--- src/rtl/complex_nr_mult_pipe.sv ---
// complex_nr_mult_pipe
//   Fully pipelined signed complex multiplier / multiply-accumulator.
//   One beat per clock. Three register stages: operands, partial products,
//   then combine/accumulate into the result register.
//
// Ports
//   clk, sw_rst             clock, synchronous active-high reset
//   op_val / op_rdy         operand handshake; op_rdy = !res_val || res_rdy
//   op_conj                 1: op_1 * conj(op_2)
//   op_acc, op_last         accumulation burst membership / burst close
//   op_{1,2}_{re,im}        OP_W-bit two's complement operand components
//   res_val / res_rdy       result handshake
//   res_re, res_im          RES_W-bit signed result components
//   res_sat                 closing result of a burst saturated somewhere
module complex_nr_mult_pipe #(
  parameter int OP_W  = 8,
  parameter int RES_W = 2*OP_W+1
) (
  input  logic             clk,
  input  logic             sw_rst,
  input  logic             op_val,
  output logic             op_rdy,
  input  logic             op_conj,
  input  logic             op_acc,
  input  logic             op_last,
  input  logic [OP_W-1:0]  op_1_re,
  input  logic [OP_W-1:0]  op_1_im,
  input  logic [OP_W-1:0]  op_2_re,
  input  logic [OP_W-1:0]  op_2_im,
  output logic             res_val,
  input  logic             res_rdy,
  output logic [RES_W-1:0] res_re,
  output logic [RES_W-1:0] res_im,
  output logic             res_sat
);
  localparam int PW     = 2*OP_W;
  localparam int STAGES = 2;  // stages ahead of the result register

  typedef struct packed { logic conj; logic acc; logic last; } flags_t;
  typedef struct packed { logic [OP_W-1:0] ar, ai, br, bi; } ops_t;
  typedef struct packed { logic [PW-1:0] rr, ii, ri, ir; } prod_t;

  logic              w_en;
  logic [STAGES:1]   r_vld_pipe;
  ops_t              r_s1_ops;
  flags_t            r_s1_flg;
  prod_t             r_s2_prod;
  flags_t            r_s2_flg;
  logic [RES_W-1:0]  r_acc_re, r_acc_im;
  logic              r_acc_sat;

  logic [RES_W-1:0]  w_rr, w_ii, w_ri, w_ir, w_re, w_im;
  logic [RES_W:0]    w_sum_re, w_sum_im;
  logic [RES_W-1:0]  w_acc_re, w_acc_im;
  logic              w_ovf;

  // Global stall: everything advances only when the result slot frees up.
  assign op_rdy = !res_val || res_rdy;
  assign w_en   = op_rdy;

  function automatic logic [PW-1:0] f_mul(input logic [OP_W-1:0] a, input logic [OP_W-1:0] b);
    logic signed [PW-1:0] sa, sb;
    sa = PW'($signed(a));
    sb = PW'($signed(b));
    return PW'(sa * sb);
  endfunction

  function automatic logic [RES_W-1:0] f_sx(input logic [PW-1:0] p);
    return RES_W'($signed(p));
  endfunction

  // One guard bit above RES_W: top two bits disagreeing means overflow.
  function automatic logic [RES_W-1:0] f_sat(input logic [RES_W:0] v);
    if (v[RES_W] != v[RES_W-1])
      return v[RES_W] ? {1'b1, {(RES_W-1){1'b0}}} : {1'b0, {(RES_W-1){1'b1}}};
    return v[RES_W-1:0];
  endfunction

  // S3 combine; a single product always fits RES_W.
  always_comb begin
    w_rr = f_sx(r_s2_prod.rr);
    w_ii = f_sx(r_s2_prod.ii);
    w_ri = f_sx(r_s2_prod.ri);
    w_ir = f_sx(r_s2_prod.ir);
    w_re = r_s2_flg.conj ? (w_rr + w_ii) : (w_rr - w_ii);
    w_im = r_s2_flg.conj ? (w_ir - w_ri) : (w_ri + w_ir);
    w_sum_re = {r_acc_re[RES_W-1], r_acc_re} + {w_re[RES_W-1], w_re};
    w_sum_im = {r_acc_im[RES_W-1], r_acc_im} + {w_im[RES_W-1], w_im};
    w_acc_re = f_sat(w_sum_re);
    w_acc_im = f_sat(w_sum_im);
    w_ovf    = (w_sum_re[RES_W] ^ w_sum_re[RES_W-1]) |
               (w_sum_im[RES_W] ^ w_sum_im[RES_W-1]);
  end

  always_ff @(posedge clk) begin
    if (sw_rst) begin
      r_vld_pipe <= '0;
      r_s1_ops   <= '0;
      r_s1_flg   <= '0;
      r_s2_prod  <= '0;
      r_s2_flg   <= '0;
      r_acc_re   <= '0;
      r_acc_im   <= '0;
      r_acc_sat  <= 1'b0;
      res_val    <= 1'b0;
      res_re     <= '0;
      res_im     <= '0;
      res_sat    <= 1'b0;
    end else if (w_en) begin
      r_vld_pipe <= {r_vld_pipe[1], op_val};
      r_s1_ops   <= {op_1_re, op_1_im, op_2_re, op_2_im};
      r_s1_flg   <= {op_conj, op_acc, op_last};
      r_s2_prod  <= {f_mul(r_s1_ops.ar, r_s1_ops.br), f_mul(r_s1_ops.ai, r_s1_ops.bi),
                     f_mul(r_s1_ops.ar, r_s1_ops.bi), f_mul(r_s1_ops.ai, r_s1_ops.br)};
      r_s2_flg   <= r_s1_flg;
      // Mid-burst beats only feed the accumulator and emit nothing.
      res_val    <= r_vld_pipe[2] && (!r_s2_flg.acc || r_s2_flg.last);
      if (r_vld_pipe[2]) begin
        if (!r_s2_flg.acc) begin
          res_re  <= w_re;
          res_im  <= w_im;
          res_sat <= 1'b0;
        end else if (!r_s2_flg.last) begin
          r_acc_re  <= w_acc_re;
          r_acc_im  <= w_acc_im;
          r_acc_sat <= r_acc_sat | w_ovf;
        end else begin
          res_re    <= w_acc_re;
          res_im    <= w_acc_im;
          res_sat   <= r_acc_sat | w_ovf;
          r_acc_re  <= '0;
          r_acc_im  <= '0;
          r_acc_sat <= 1'b0;
        end
      end
    end
  end
endmodule

--- config.mk ---
export PLATFORM = sky130hd
export DESIGN_NAME = complex_nr_mult_pipe
export DESIGN_NICKNAME = d
export VERILOG_FILES = /design/src/rtl/complex_nr_mult_pipe.sv
export SDC_FILE = /design/constraint.sdc
export NUM_CORES = 1
export LEC_CHECK = 0
export ABC_CLOCK_PERIOD_IN_PS = 6800
export BUFFER_PORTS_ARGS = -buffer_cell sky130_fd_sc_hd__buf_2
export CORE_MARGIN = 2
export CORE_UTILIZATION = 46
export CTS_CLUSTER_SIZE = 25
export DETAILED_ROUTE_END_ITERATION = 10
export PLACE_DENSITY = 0.59
export SLEW_MARGIN = 20
export SYNTH_ARGS = -nofsm -noshare
export SYNTH_HDL_FRONTEND = slang
export SYNTH_SLANG_ARGS = --single-unit
--- constraint.sdc ---
create_clock -name clk -period 6.8 [get_ports clk]
set_input_delay 0 -clock clk [delete_from_list [all_inputs] [get_ports clk]]
set_output_delay 0 -clock clk [all_outputs]
set_load 0.02 [all_outputs]
# == After elaboration in Yosys (flattened, before gate mapping) ==
# Index checks and enable logic that the tools add are counted.
# classes
n_mul,4
addsub,6
eq_ne,3
n_reduce_logical,7
muxes,19
bitwise,4
# ops
op,n
17-bit two-way mux,14
8-bit by 8-bit multiplier with 16-bit output,4
17-bit by 17-bit adder with 18-bit output,2
16-bit by 16-bit adder with 17-bit output,2
16-bit by 16-bit subtractor with 17-bit output,2
3-bit AND reduction,2
1-bit two-way mux,5
1-bit logical NOT,2
1-bit logical OR,2
1-bit != test,2
"2-bit != test, second input constant",1
1-bit bitwise OR,2
1-bit bitwise XOR,2
1-bit logical AND,1
# totals
register_bits,175
inputBits,39
out_inout_bits,37
word_cells,65

# == Longest topological paths before layout ==
# Gate-level depths: netlist of run 1.
# depth
ltp_word,8
mapped_depth,23
mapped_depth_nobuf,22

# == Worst setup path after synthesis of run 1 ==
# No wires, ideal clock.
# synth_path
path_type,register to register
start,register r_s2_prod[34] in the netlist's numbering
end,register res_re[2]
arrival_ns,4.740
path_slack_ns,1.926
required_time_ns,6.666
setup_ns,0.134
n_path_buf,1
stages_incl_launch_ff,22
cell_sequence,dfxtp_1 > nor2_1 > nor4b_1 > a21oi_1 > xor2_1 > ha_1 > inv_1 > a2111o_1 > nand4_1 > nand2_1 > o21ai_0 > xnor2_1 > ha_1 > a21o_1 > a21o_1 > a221o_1 > a31oi_1 > xor2_1 > nand2_2 > buf_2 > a21oi_2 > o22ai_1
# synth_between
elab_chain_cells,8
# synth_lines
item,line_no,text
"start, declared",47,prod_t r_s2_prod;
"start signal, assigned",113,"r_s2_prod <= {f_mul(r_s1_ops.ar, r_s1_ops.br), f_mul(r_s1_ops.ai, r_s1_ops.bi),"
16-bit by 16-bit subtractor with 17-bit output / 16-bit by 16-bit adder with 17-bit output (equally long branches),85,w_re = r_s2_flg.conj ? (w_rr + w_ii) : (w_rr - w_ii);
17-bit two-way mux *,85,
17-bit by 17-bit adder with 18-bit output,87,"w_sum_re = {r_acc_re[RES_W-1], r_acc_re} + {w_re[RES_W-1], w_re};"
17-bit two-way mux / 1-bit != test (equally long branches),"75, 74",
17-bit two-way mux / 1-bit two-way mux (equally long branches),74,if (v[RES_W] != v[RES_W-1])
17-bit two-way mux,76,return v[RES_W-1:0];
17-bit two-way mux,123,end else if (!r_s2_flg.last) begin
17-bit two-way mux *,119,if (!r_s2_flg.acc) begin
"end signal, assigned",120,res_re <= w_re;
"end signal, assigned",128,res_re <= w_acc_re;
"end, declared",32,"output logic [RES_W-1:0] res_re,"
# Mark *: on every way between the ends. The rest lies on a longest branch, timed or not. The select of a mux whose other input is x is not followed.
# A chain may end at the register's enable or synchronous reset.

# == Worst setup path in the final report of run 1 ==
# layout_path
start,register r_s2_prod[32] in the netlist's numbering
end,register r_acc_re[0]
# layout_between
elab_chain_cells,7
# layout_lines
item,line_no,text
16-bit by 16-bit subtractor with 17-bit output / 16-bit by 16-bit adder with 17-bit output (equally long branches),85,
17-bit two-way mux *,85,
17-bit by 17-bit adder with 18-bit output *,87,
17-bit two-way mux / 1-bit != test (equally long branches),"75, 74",
17-bit two-way mux / 1-bit two-way mux (equally long branches),74,
17-bit two-way mux *,76,
17-bit two-way mux *,123,
"end signal, assigned",124,r_acc_re <= w_acc_re;
"end, declared",49,"logic [RES_W-1:0] r_acc_re, r_acc_im;"
# Marked as above.

==> key figures, run 1 <==
Global route
  – Total gr overflow: 0
  – Busiest grt layer: met2
  – GR met3 Demand/Resource: 0.0399
  – First-pass GRT wire length: 84000 µm
  – GR Layer Usage met2: 0.392
  – Met1 usage: 0.325
  – Number of global-route vias before repair: 16.3k
  – Largest net degree at the start of global routing: 67
  – GRT Util Overall: 0.238
  – Initial antenna violation count: 0

Setup path
  – Slowest CP cell: a2111o_1
  – Crit. End Element: flip-flop
  – RR Endpoint: r_acc_re[0]
  – RR Startpoint: r_s2_prod[32]
  – Worst stage delay on the critical path: 0.41 ns
  – Type of origin of the critical path: flip-flop
  – Critical Path, Cell by Cell: inv_1, ha_1, nand2_1, nor2_1, a21oi_1, xor2_1, ha_1, o21a_1, nor2_1, a31oi_1, a21oi_1, o21ai_0, xor2_1, ha_1, a211oi_2, nor2_1, a2111o_1, a311o_1, a32oi_4, nand2_2, a21oi_1, o21ai_0
  – Data required, critical path: 7.15 ns
  – CP Max Fanout: 14
  – CP top delay family: compound AO/OA/AOI/OAI gates
  – Critical path class: flip-flop to flip-flop
  – Flop2flop setup slack: 1.33 ns
  – WP data arrival: 5.82 ns
  – Cells on worst reg2reg path: 22
  – Crit path buf inv count: 1

STA
  – Fin Setup TNS: 0 ns
  – Relative slew slack: 0.332
  – Slew Viols, Final: 0
  – Final Skew: about 0.015 ns
  – Fmax: approximately 0.18 GHz
  – RSZ-0062 raised after global routing: no
  – Worst Max-Slew Pin Slew: 0.999 ns
  – Setup Viol. Count Final: 0
  – Tmin final: ~5.5 ns
  – Endpoints failing hold: 0
  – Final worst-path cycle share: 0.804

Hold path
  – Hold path cells: 5
  – Hold Path Sink: r_s1_flg[1]
  – Hold Crit Class: input port to flip-flop
  – Hold_sp: res_rdy

Synthesis
  – Syn Nets: 2792
  – Syn avg cell area: roughly 8.4 µm²
  – Yosys warns: 0
  – Post-synthesis cell count: 2341
  – Yosys cell types: 71
  – Seq/Total Area, Yosys: 0.179
  – Ranking of synthesized cells by area: fa_1 (23%), dfxtp_1 (18%), ha_1 (12%)
  – Seq cells post-synth: 175
  – Synth async-reset ratio: 0
  – Synth area leader: fa_1
  – Number of synthesized flops with an enable pin: 0
  – Primary FF master, synth: dfxtp_1
  – Mapped Area: ~0.020 mm²
  – Synth top area share: 0.229

Clock network
  – Clk buf depth: 2
  – Post-cts sizing count: 0
  – CTS Sinks: roughly 180
  – CTS root buf: clkbuf_16
  – CTS tree: built
  – CTS buffer count: 17
  – # H-tree levels: 4
  – CTS clk-pin slew, worst paths: roughly 0.070 ns
  – Later-pin clock latency in the skew report: 0.50 ns
  – Total setup buffers inserted after CTS: 0
  – # hold bufs at CTS: 40

Floorplanning
  – Rows: 75
  – Initial Utilization: 0.466
  – DIE HEIGHT: 210 µm
  – Die X-Extent: 210 µm
  – Io pins: 76
  – Die area: between 0.04 and 0.05 mm²
  – Core area: 0.0420 mm²

Pwr
  – Clock power share: 0.176
  – Sw frac: 0.470
  – Worst VDD drop: ~0.25 mV
  – Comb power frac: 0.593
  – PD cells: between 200 and 300 mW/mm²
  – P_int: around 0.0031 W
  – Psw: 0.00271 W
  – Reg power frac: 0.231
  – Leakage power: just under 10 nW

Run
  – Max-cap violations: 0

Place
  – Count of placed standard cells including taps: 2869
  – Final Wtd Congestion: roughly 0.93
  – Post-DP HPWL: 37900 µm
  – IO buf count: 75

Final layout
  – Area added between synthesis and finish: 9.10%
  – Nets: 2841
  – Antenna fix cells: 0
  – Sequential cell area: 0.00350 mm²
  – Area of the multi-input gates: 0.0147 mm²
  – Non-Filler Instances: 2942
  – Share of layout cells above drive strength 1: 0.0591
  – Fillers: around 4.1k

Routing
  – Drt first pass iters: 5
  – DR WL/cell: ~17 µm
  – DRC Markers: 0
  – Vias: 16.0k
  – DR vias/cell: 5.43
  – Post-route ant nets: 0
  – Final wirelength: 49900 µm
  – DR iter-0 viols: 800

Outcome
  – Outcome: completed
metrics by stage:
step                area [µm²]  hold WS, ns  power, W   util  setup WS (ns)
finish                   21400        0.157   0.00577  0.509           1.33
global route             21400        0.191   0.00627  0.509          0.872
CTS                      21400        0.138   0.00579  0.508           1.34
detailed placement       20400        0.250   0.00473  0.485           1.38
global placement         20400        0.247   0.00469  0.485           1.51
floorplan                19600        0.140   0.00396      -           1.93
sequential cells by signal, indices dropped and copies added (netlist names):
signal,cells
r_acc_im,17
r_acc_re,17
r_acc_sat,1
r_s1_flg,3
r_s1_ops,32
r_s2_flg,3
r_s2_prod,64
r_vld_pipe,2
res_im,17
res_re,17
res_sat,1
res_val,1
final cells by class:
| cell class | count | area share |
|---|---|---|
| Timing Repair Buffer | 126 | 0.0406 |
| Multi-Input combinational cell | 1782 | 0.686 |
| Tap cell | 539 | 0.0315 |
| Clock buffer | 21 | 0.0215 |
| Inverter | 288 | 0.0506 |
| Sequential cell | 175 | 0.164 |
| Clock inverter | 11 | 0.00585 |
metal layers:
metal	vias to the layer above	share of wire
met2	323	0.46
met4	0	0.018
met5	-	0
li1	7815	-
met3	50	0.040
met1	7797	0.48
synth_stat cells (11+ instances only):
library cell and count:
a211oi_1 16, a21o_1 27, a21oi_1 185, a22oi_1 26, a31oi_1 18, and2_1 149
clkbuf_1 87, dfxtp_1 175, fa_1 224, ha_1 188, inv_1 286, nand2_1 336
nand2b_1 32, nand3_1 39, nor2_1 83, nor2b_1 18, nor3_1 41, o211ai_1 11
o21ai_0 76, o21ai_1 14, o22ai_1 15, xnor2_1 95, xor2_1 49
power by group through the flow:
stage / registers (W) / logic [W] / clock network (W)
floorplan: 0.00127 / 0.00269 / 0
global placement: 0.00135 / 0.00334 / 0
detailed placement: 0.00135 / 0.00338 / 0
CTS: 0.00133 / 0.00341 / 0.00105
global route: 0.00135 / 0.00384 / 0.00108
finish: 0.00133 / 0.00342 / 0.00101
worst max path at each step:
stage                        startpoint           end  slack (ns)  cells after the start
final                     r_s2_prod[32]   r_acc_re[0]        1.33                     22
after global routing      r_s2_prod[32]   r_acc_re[1]        0.87                     22
after CTS                 r_s2_prod[32]    res_re[10]        1.34                     22
after detailed placement  r_s2_prod[32]    res_re[10]        1.38                     22
after global placement    r_s2_prod[32]  r_acc_re[15]        1.51                     22
after floorplan           r_s2_prod[34]     res_re[2]        1.93                     21
placed cells by master (no fill, tap or decap), types with 15 or more instances in the layout:
master | netlist | layout
xnor2_1 | 95 | 95
o22ai_1 | 15 | 15
a21o_1 | 27 | 27
dlygate4sd3_1 | 0 | 40
xor2_1 | 49 | 49
inv_1 | 286 | 286
dfxtp_1 | 175 | 175
nor2b_1 | 18 | 17
a211oi_1 | 16 | 16
a21oi_1 | 185 | 185
nor3_1 | 41 | 40
nor2_1 | 83 | 82
clkbuf_16 | 0 | 17
nand2_1 | 336 | 336
fa_1 | 224 | 224
a22oi_1 | 26 | 26
o21ai_0 | 76 | 76
ha_1 | 188 | 188
and2_1 | 149 | 149
a31oi_1 | 18 | 18
nand3_1 | 39 | 39
nand2b_1 | 32 | 32
buf_2 | 1 | 74
worst reg2reg max path, cell delays in order, from the launching register on:
cell and delay, ns:
dfxtp_1 0.36, inv_1 0.09, ha_1 0.19, nand2_1 0.07
nor2_1 0.31, a21oi_1 0.14, xor2_1 0.18, ha_1 0.34
o21a_1 0.14, nor2_1 0.04, a31oi_1 0.19, a21oi_1 0.13
o21ai_0 0.29, xor2_1 0.28, ha_1 0.38, a211oi_2 0.24
nor2_1 0.09, a2111o_1 0.41, a311o_1 0.36, a32oi_4 0.33
nand2_2 0.34, a21oi_1 0.30, o21ai_0 0.13
cells by family (layout without fill, tap and decap cells):
kind of cell | after synthesis | after routing | share of synthesized area
compound gates | 461 | 461 | 0.145
xor+xnor | 144 | 144 | 0.0643
fa+ha+maj | 414 | 414 | 0.350
buf+inv | 384 | 446 | 0.0738
flops | 175 | 175 | 0.179
mux | 3 | 3 | 0.00166
simple gates | 760 | 760 | 0.187
No activity file was read; power rests on OpenSTA's default activity.
==> inputs of run 2 (changes only) <==
--- a/config.mk
+++ b/config.mk
@@ -5,7 +5,7 @@
 export SDC_FILE = /design/constraint.sdc
 export NUM_CORES = 1
 export LEC_CHECK = 0
-export ABC_CLOCK_PERIOD_IN_PS = 6800
+export ABC_CLOCK_PERIOD_IN_PS = 5200
 export BUFFER_PORTS_ARGS = -buffer_cell sky130_fd_sc_hd__buf_2
 export CORE_MARGIN = 2
 export CORE_UTILIZATION = 46
==> constraint.sdc (replaced) <==
create_clock -name clk -period 5.2 [get_ports clk]
set_input_delay 0 -clock clk [delete_from_list [all_inputs] [get_ports clk]]
set_output_delay 0 -clock clk [all_outputs]
set_load 0.02 [all_outputs]
==> run 2 against run 1 <==
Clock power is 35% higher. Register-to-register slack worse by 1.1 ns. Maximum frequency is 11% higher. Routed wire length is 3.0% higher. Combinational power is 45% higher. Hold slack worse by 0.053 ns. Via count is 1.6% higher. Critical endpoint is now r_acc_re[15]. Largest cell class unchanged.
==> key figures, run 2 (synthesis results as in run 1) <==
Outcome
  – Outcome: completed

Routing
  – Final wirelength: 51400 µm (+3.0%)
  – Vias: 16.2k (+1.6%)
  – Top Layer Used: met4
  – DR iter-0 viols: 961 (+20%)
  – DR WL met3: 2470 µm (+25%)
  – Routed met2 length: 23200 µm (+1.2%)
  – DR vias/cell: 5.43 (about the same)
  – DR WL/cell: 17.2 µm (+1.4%)
  – Drt first pass iters: 5 (unchanged)
  – Wl on met1: 24200 µm (+0.35%)
  – DRC Markers: 0 (unchanged)
  – Post-route ant nets: 0 (unchanged)

Final layout
  – Share of layout cells above drive strength 1: 0.0885 (+0.0294)
  – Most flops, register: r_s2_prod
  – Max reg flops: 64 (unchanged)
  – Area added between synthesis and finish: 11.5%
  – Highest-count cells in the layout ignoring fill and taps: nand2_1 (333), inv_1 (286), fa_1 (224)
  – Area of the multi-input gates: 0.0148 mm² (+0.61%)
  – Fillers: 4035 (-1.9%)
  – Nets: 2890 (+1.7%)
  – Commonest non-fill, non-tap cell in the layout: nand2_1
  – Non-Filler Instances: 2990 (+1.6%)
  – Antenna fix cells: 0 (unchanged)
  – Top Registers: r_s2_prod x64, r_s1_ops x32
  – Sequential cell area: 0.00351 mm² (+0.11%)

Hold path
  – Hold Crit Class: input port to flip-flop
  – Hold Path Sink: r_s2_prod[8]
  – Hold_sp: sw_rst
  – Hold path cells: 2 (-3)

Pwr
  – Leakage power: 9.97 nW (+2.8%)
  – PD cells: 366 mW/mm² (+36%)
  – Worst VDD drop: 0.282 mV (+13%)
  – Total Power: 0.00801 W (+39%)

STA
  – Worst setup margin: 0.267 ns (-1.06 ns)
  – Endpoints failing hold: 0 (unchanged)
  – Tmin final: 4.93 ns (-0.536 ns)
  – Fin Hold WS: 0.104 ns (-0.0531 ns)
  – Final Skew: 0.0137 ns (-0.00128 ns)
  – Setup Viol. Count Final: 0 (unchanged)
  – Relative slew slack: 0.270 (-0.0621)
  – Slew Viols, Final: 0 (unchanged)
  – Worst Max-Slew Pin Slew: 1.09 ns (+0.0929 ns)
  – Final worst-path cycle share: 0.949 (+0.144)
  – Fmax: 0.203 GHz (+11%)

Floorplanning
  – Rows: 75 (unchanged)
  – Die area: 0.0443 mm² (unchanged)
  – Io pins: 76 (unchanged)
  – Core area: 0.0420 mm² (unchanged)
  – DIE HEIGHT: 210 µm (unchanged)
  – Die X-Extent: 210 µm (unchanged)
  – Initial Utilization: 0.466 (unchanged)

Setup path
  – CP Max Fanout: 14 (unchanged)
  – Type of origin of the critical path: flip-flop
  – Data required, critical path: 5.58 ns (-1.57 ns)
  – Critical path class: flip-flop to flip-flop
  – RR Startpoint: r_s2_prod[32]
  – WP data arrival: 5.31 ns (-0.51 ns)
  – Flop2flop setup slack: 0.27 ns (-1.06 ns)
  – Critical Path Source: r_s2_prod[32]
  – Crit. End Element: flip-flop
  – RR Endpoint: r_acc_re[15]
  – Cells on worst reg2reg path: 23 (+4.5%)

Global route
  – First-pass GRT wire length: 84700 µm (+0.78%)
  – Initial antenna violation count: 0 (unchanged)
  – Total gr overflow: 0 (unchanged)
  – GRT Util Overall: 0.242 (+0.00425)
  – Largest net degree at the start of global routing: 71 (+6.0%)
  – Number of global-route vias before repair: 16.2k (-0.20%)

Clock network
  – # H-tree levels: 4 (unchanged)
  – CTS tree: built
  – CTS buffer count: 17 (unchanged)
  – CTS Sinks: 175 (unchanged)
  – CTS root buf: clkbuf_16
  – CTS clk-pin slew, worst paths: 0.08 ns (about the same)
  – Later-pin clock latency in the skew report: 0.50 ns (about the same)
  – Clk buf depth: 2 (unchanged)

Run
  – Max-cap violations: 0 (unchanged)

Place
  – Final Wtd Congestion: 0.909 (-2.6%)
  – Post-DP HPWL: 39800 µm (+5.0%)
  – Pre-CTS WS: -0.0787 ns (-1.46 ns)
  – Count of placed standard cells including taps: 2917 (+1.7%)
  – IO buf count: 75 (unchanged)
==> run 2: critical path, cell delays in order (launching register included) <==
cell and delay (ns):
dfxtp_2 0.37, inv_1 0.05, ha_1 0.22, nand2_1 0.11, nor2_4 0.06, a21oi_1 0.18
xor2_1 0.11, ha_1 0.37, nand2_1 0.09, a2111o_1 0.38, nand4_1 0.13, nand2_2 0.09
o21ai_1 0.18, xnor2_1 0.17, ha_2 0.36, a21o_1 0.19, a21o_1 0.17, a221o_1 0.33
a31oi_1 0.18, xor2_1 0.29, buf_4 0.20, nand2_4 0.15, a21o_1 0.22, a22o_1 0.21
==> run 2: per-layer routing <==
metal	up-vias	global-route usage
li1	7911	-
met1	7891	0.334
met2	358	0.383
met3	74	0.0416
met4	0	0.0894
met5	-	0
==> run 2: how the worst max path moves through the flow <==
stage | to
detailed placement | r_acc_re[15]
CTS | res_im[7]
floorplan | res_re[2]
global placement | r_acc_re[15]
finish | r_acc_re[15]
global route | r_acc_re[15]
==> run 2: metrics by stage <==
step | TNS [ns] | instance area (µm²) | utilization
after floorplan | 0 | 19600 | -
after global placement | -0.0116 | 20800 | 0.494
after detailed placement | -0.356 | 20800 | 0.494
after CTS | 0 | 21700 | 0.517
after global routing | -0.0673 | 21900 | 0.520
final | 0 | 21900 | 0.520
==> run 2: final cells by class <==
cell class                 instances  area share
multi-input combinational       1782       0.675
sequential                       175       0.160
timing repair buffer             175      0.0569
inverter                         288      0.0495
tap                              539      0.0309
clock buffer                      19      0.0198
clock inverter                    12     0.00721
==> run 2: report_power, final <==
part           switching (W)  leakage [nW]  internal (W)
sequential          0.000206          1.44       0.00149
combinational        0.00287          8.25       0.00208
clock               0.000641         0.286      0.000719
==> run 2: timing repair <==
action | 4_1_cts | 5_1_grt
endpoints found under the setup margin | 14 | 65
hold buffers | 36 | 0
endpoints found under the hold margin | 36 | 0
pin swaps | 0 | 6
setup buffers | 0 | 6
gates cloned | 0 | 0
resized for setup | 2 | 28
==> inputs of run 3 (changes only) <==
--- a/config.mk
+++ b/config.mk
@@ -7,6 +7,7 @@
 export LEC_CHECK = 0
 export ABC_CLOCK_PERIOD_IN_PS = 5200
 export BUFFER_PORTS_ARGS = -buffer_cell sky130_fd_sc_hd__buf_2
+export CORE_ASPECT_RATIO = 0.8
 export CORE_MARGIN = 2
 export CORE_UTILIZATION = 46
 export CTS_CLUSTER_SIZE = 25
==> run 3 against run 2 <==
Clock skew is 0.0012 ns lower. Via count hardly changed. Sequential power hardly changed. Worst setup slack worse by 0.060 ns. Core utilization is 0.49 points higher. Maximum frequency is 1.2% lower. Critical path type unchanged.
==> key figures, run 3 (synthesis results as in run 1) <==
Outcome
  – Outcome: completed

Final layout
  – Highest-count cells in the layout ignoring fill and taps: nand2_1 (334), inv_1 (286), fa_1 (224)
  – Top Registers: r_s2_prod x64, r_s1_ops x32
  – Most flops, register: r_s2_prod
  – Max reg flops: 64 (unchanged)
  – Fillers: 3970 (-1.6%)
  – Share of layout cells above drive strength 1: 0.0987 (+0.0102)
  – Nets: 2899 (+0.31%)
  – Commonest non-fill, non-tap cell in the layout: nand2_1
  – Antenna fix cells: 0 (unchanged)
  – Finished Cell Area: 0.0220 mm² (+0.85%)
  – Area added between synthesis and finish: 12.5%
  – Non-Filler Instances: 3013 (+0.77%)

Clock network
  – CTS Sinks: 175 (unchanged)
  – Clk buf depth: 2 (unchanged)
  – CTS buffer count: 17 (unchanged)
  – Later-pin clock latency in the skew report: 0.47 ns (-0.03 ns)
  – CTS root buf: clkbuf_16
  – # H-tree levels: 4 (unchanged)
  – CTS tree: built
  – CTS clk-pin slew, worst paths: 0.08 ns (about the same)

STA
  – Fin Hold WS: 0.0660 ns (-0.0378 ns)
  – Worst Max-Slew Pin Slew: 1.01 ns (-0.0818 ns)
  – Final Skew: 0.0126 ns (-0.00116 ns)
  – Fmax: 0.200 GHz (-1.2%)
  – Relative slew slack: 0.324 (+0.0547)
  – Endpoints failing hold: 0 (unchanged)
  – Slew Viols, Final: 0 (unchanged)
  – Setup Viol. Count Final: 0 (unchanged)
  – Final worst-path cycle share: 0.960 (+0.0115)
  – Worst setup margin: 0.208 ns (-0.0598 ns)
  – Tmin final: 4.99 ns (+0.0598 ns)

Setup path
  – Worst stage delay on the critical path: 0.48 ns (+0.10 ns)
  – CP top delay family: compound AO/OA/AOI/OAI gates
  – CP Max Fanout: 19 (+5)
  – Crit path buf inv count: 2 (unchanged)
  – WP data arrival: 5.34 ns (+0.03 ns)
  – Slowest CP cell: dfxtp_1
  – Data required, critical path: 5.55 ns (-0.03 ns)
  – Flop2flop setup slack: 0.21 ns (-0.06 ns)
  – RR Endpoint: r_acc_im[3]
  – Critical path class: flip-flop to flip-flop
  – Critical Path, Cell by Cell: buf_6, mux2_2, fa_1, nor2b_1, o31ai_2, a211oi_2, o21ai_1, a21oi_1, xor2_1, buf_4, ha_1, a21o_1, a21oi_1, and2_1, o21ai_0, a22o_2, and2_1, a221o_1
  – Crit. End Element: flip-flop
  – RR Startpoint: r_s2_flg[2]
  – Cells on worst reg2reg path: 18 (-22%)
  – Type of origin of the critical path: flip-flop

Pwr
  – Clock power share: 0.170 (about the same)
  – P_int: 0.00434 W (+1.2%)
  – PD cells: 366 mW/mm² (about the same)
  – Worst VDD drop: 0.309 mV (+9.8%)
  – Total Power: 0.00808 W (+0.89%)
  – Leakage power: 10.1 nW (+0.92%)
  – Reg power frac: 0.207 (-0.005)
  – Psw: 0.00374 W (+0.50%)
  – Comb power frac: 0.622 (+0.004)
  – Sw frac: 0.462 (-0.00183)

Place
  – Final Wtd Congestion: 0.893 (-1.8%)
  – IO buf count: 75 (unchanged)
  – Count of placed standard cells including taps: 2938 (+0.72%)
  – Placed cell area: 0.0209 mm² (+0.52%)
  – Pre-CTS WS: -0.113 ns (-0.0340 ns)
  – Post-DP HPWL: 40600 µm (+2.1%)

Routing
  – Drt first pass iters: 5 (unchanged)
  – DR vias/cell: 5.39 (-0.69%)
  – DRC Markers: 0 (unchanged)
  – Wl on met1: 24800 µm (+2.4%)
  – DR iter-0 viols: 892 (-7.2%)
  – Final wirelength: 51800 µm (+0.76%)
  – DR WL met3: 2350 µm (-4.9%)
  – Top Layer Used: met4
  – DR WL/cell: 17.2 µm (about the same)
  – Post-route ant nets: 0 (unchanged)
  – Vias: 16.2k (+0.074%)
  – Routed met2 length: 23700 µm (+2.2%)

Floorplanning
  – DIE HEIGHT: 189 µm (-10%)
  – Die area: 0.0443 mm² (about the same)
  – Io pins: 76 (unchanged)
  – Initial Utilization: 0.467 (about the same)
  – Rows: 67 (-11%)
  – Core area: 0.0420 mm² (about the same)
  – Die X-Extent: 235 µm (+12%)

Global route
  – Number of global-route vias before repair: 16.8k (+3.8%)
  – Largest net degree at the start of global routing: 98 (+38%)
  – GRT Util Overall: 0.245 (+0.00261)
  – First-pass GRT wire length: 87400 µm (+3.2%)
  – Total gr overflow: 0 (unchanged)
  – Initial antenna violation count: 0 (unchanged)

Hold path
  – Hold path cells: 2 (unchanged)
  – Hold_sp: sw_rst
  – Hold Crit Class: input port to flip-flop
  – Hold Path Sink: r_acc_re[16]

Run
  – Max-cap violations: 0 (unchanged)
==> run 3: changes by cell type in the layout (fill, tap and decap cells not counted), moves of 3 or more <==
cell	change
buf_12	+3
buf_4	+4
clkinvlp_4	+3
dfxtp_1	-12
dfxtp_2	+11
o21ai_0	+3
o21ai_1	-4
==> run 3: what timing repair did <==
| action | 4_1_cts | 5_1_grt |
|---|---|---|
| hold buffers | 36 | 0 |
| buffers inserted | 0 | 6 |
| hold endpoints to repair | 36 | 0 |
| gates cloned | 0 | 1 |
| resized for setup | 3 | 42 |
| pin swaps | 0 | 4 |
| endpoints found under the setup margin | 25 | 69 |
==> run 3: layout make-up <==
type,count,area [µm²],share of cell area
Tap cell,552,691,0.0313
Timing Repair Buffer,183,1350,0.0610
Multi-Input combinational cell,1783,14800,0.671
Clock buffer,19,453,0.0205
Clock inverter,13,155,0.00704
Inverter,288,1080,0.0491
Sequential cell,175,3520,0.160
==> run 3: power groups by stage <==
stage	Combinational (W)	Clock (W)	Sequential (W)
floorplan	0.00352	0	0.00166
global placement	0.00464	0	0.00170
detailed placement	0.00471	0	0.00170
CTS	0.00479	0.00141	0.00167
global route	0.00561	0.00147	0.00169
finish	0.00502	0.00138	0.00168
==> run 3: per-stage QoR <==
stage,utilization,TNS [ns]
after floorplan,-,0
after global placement,0.497,-0.0404
after detailed placement,0.497,-0.751
after CTS,0.520,0
after global routing,0.525,-0.332
final,0.525,0
==> run 3: metal layers <==
metal,up-vias,track usage
li1,7924,-
met1,7957,0.340
met2,310,0.401
met3,55,0.0384
met4,0,0.0623
met5,-,0
==> run 3: worst max path at each step <==
stage,start,to,slack [ns],cells after the start
after floorplan,r_s2_prod[34],res_re[2],0.33,21
after global placement,r_s2_prod[32],r_acc_re[15],-0.04,22
after detailed placement,r_s2_prod[32],r_acc_re[15],-0.11,22
after CTS,r_s2_prod[18],r_acc_im[3],0.01,20
after global routing,r_s2_prod[32],res_re[10],-0.08,23
final,r_s2_flg[2],r_acc_im[3],0.21,18
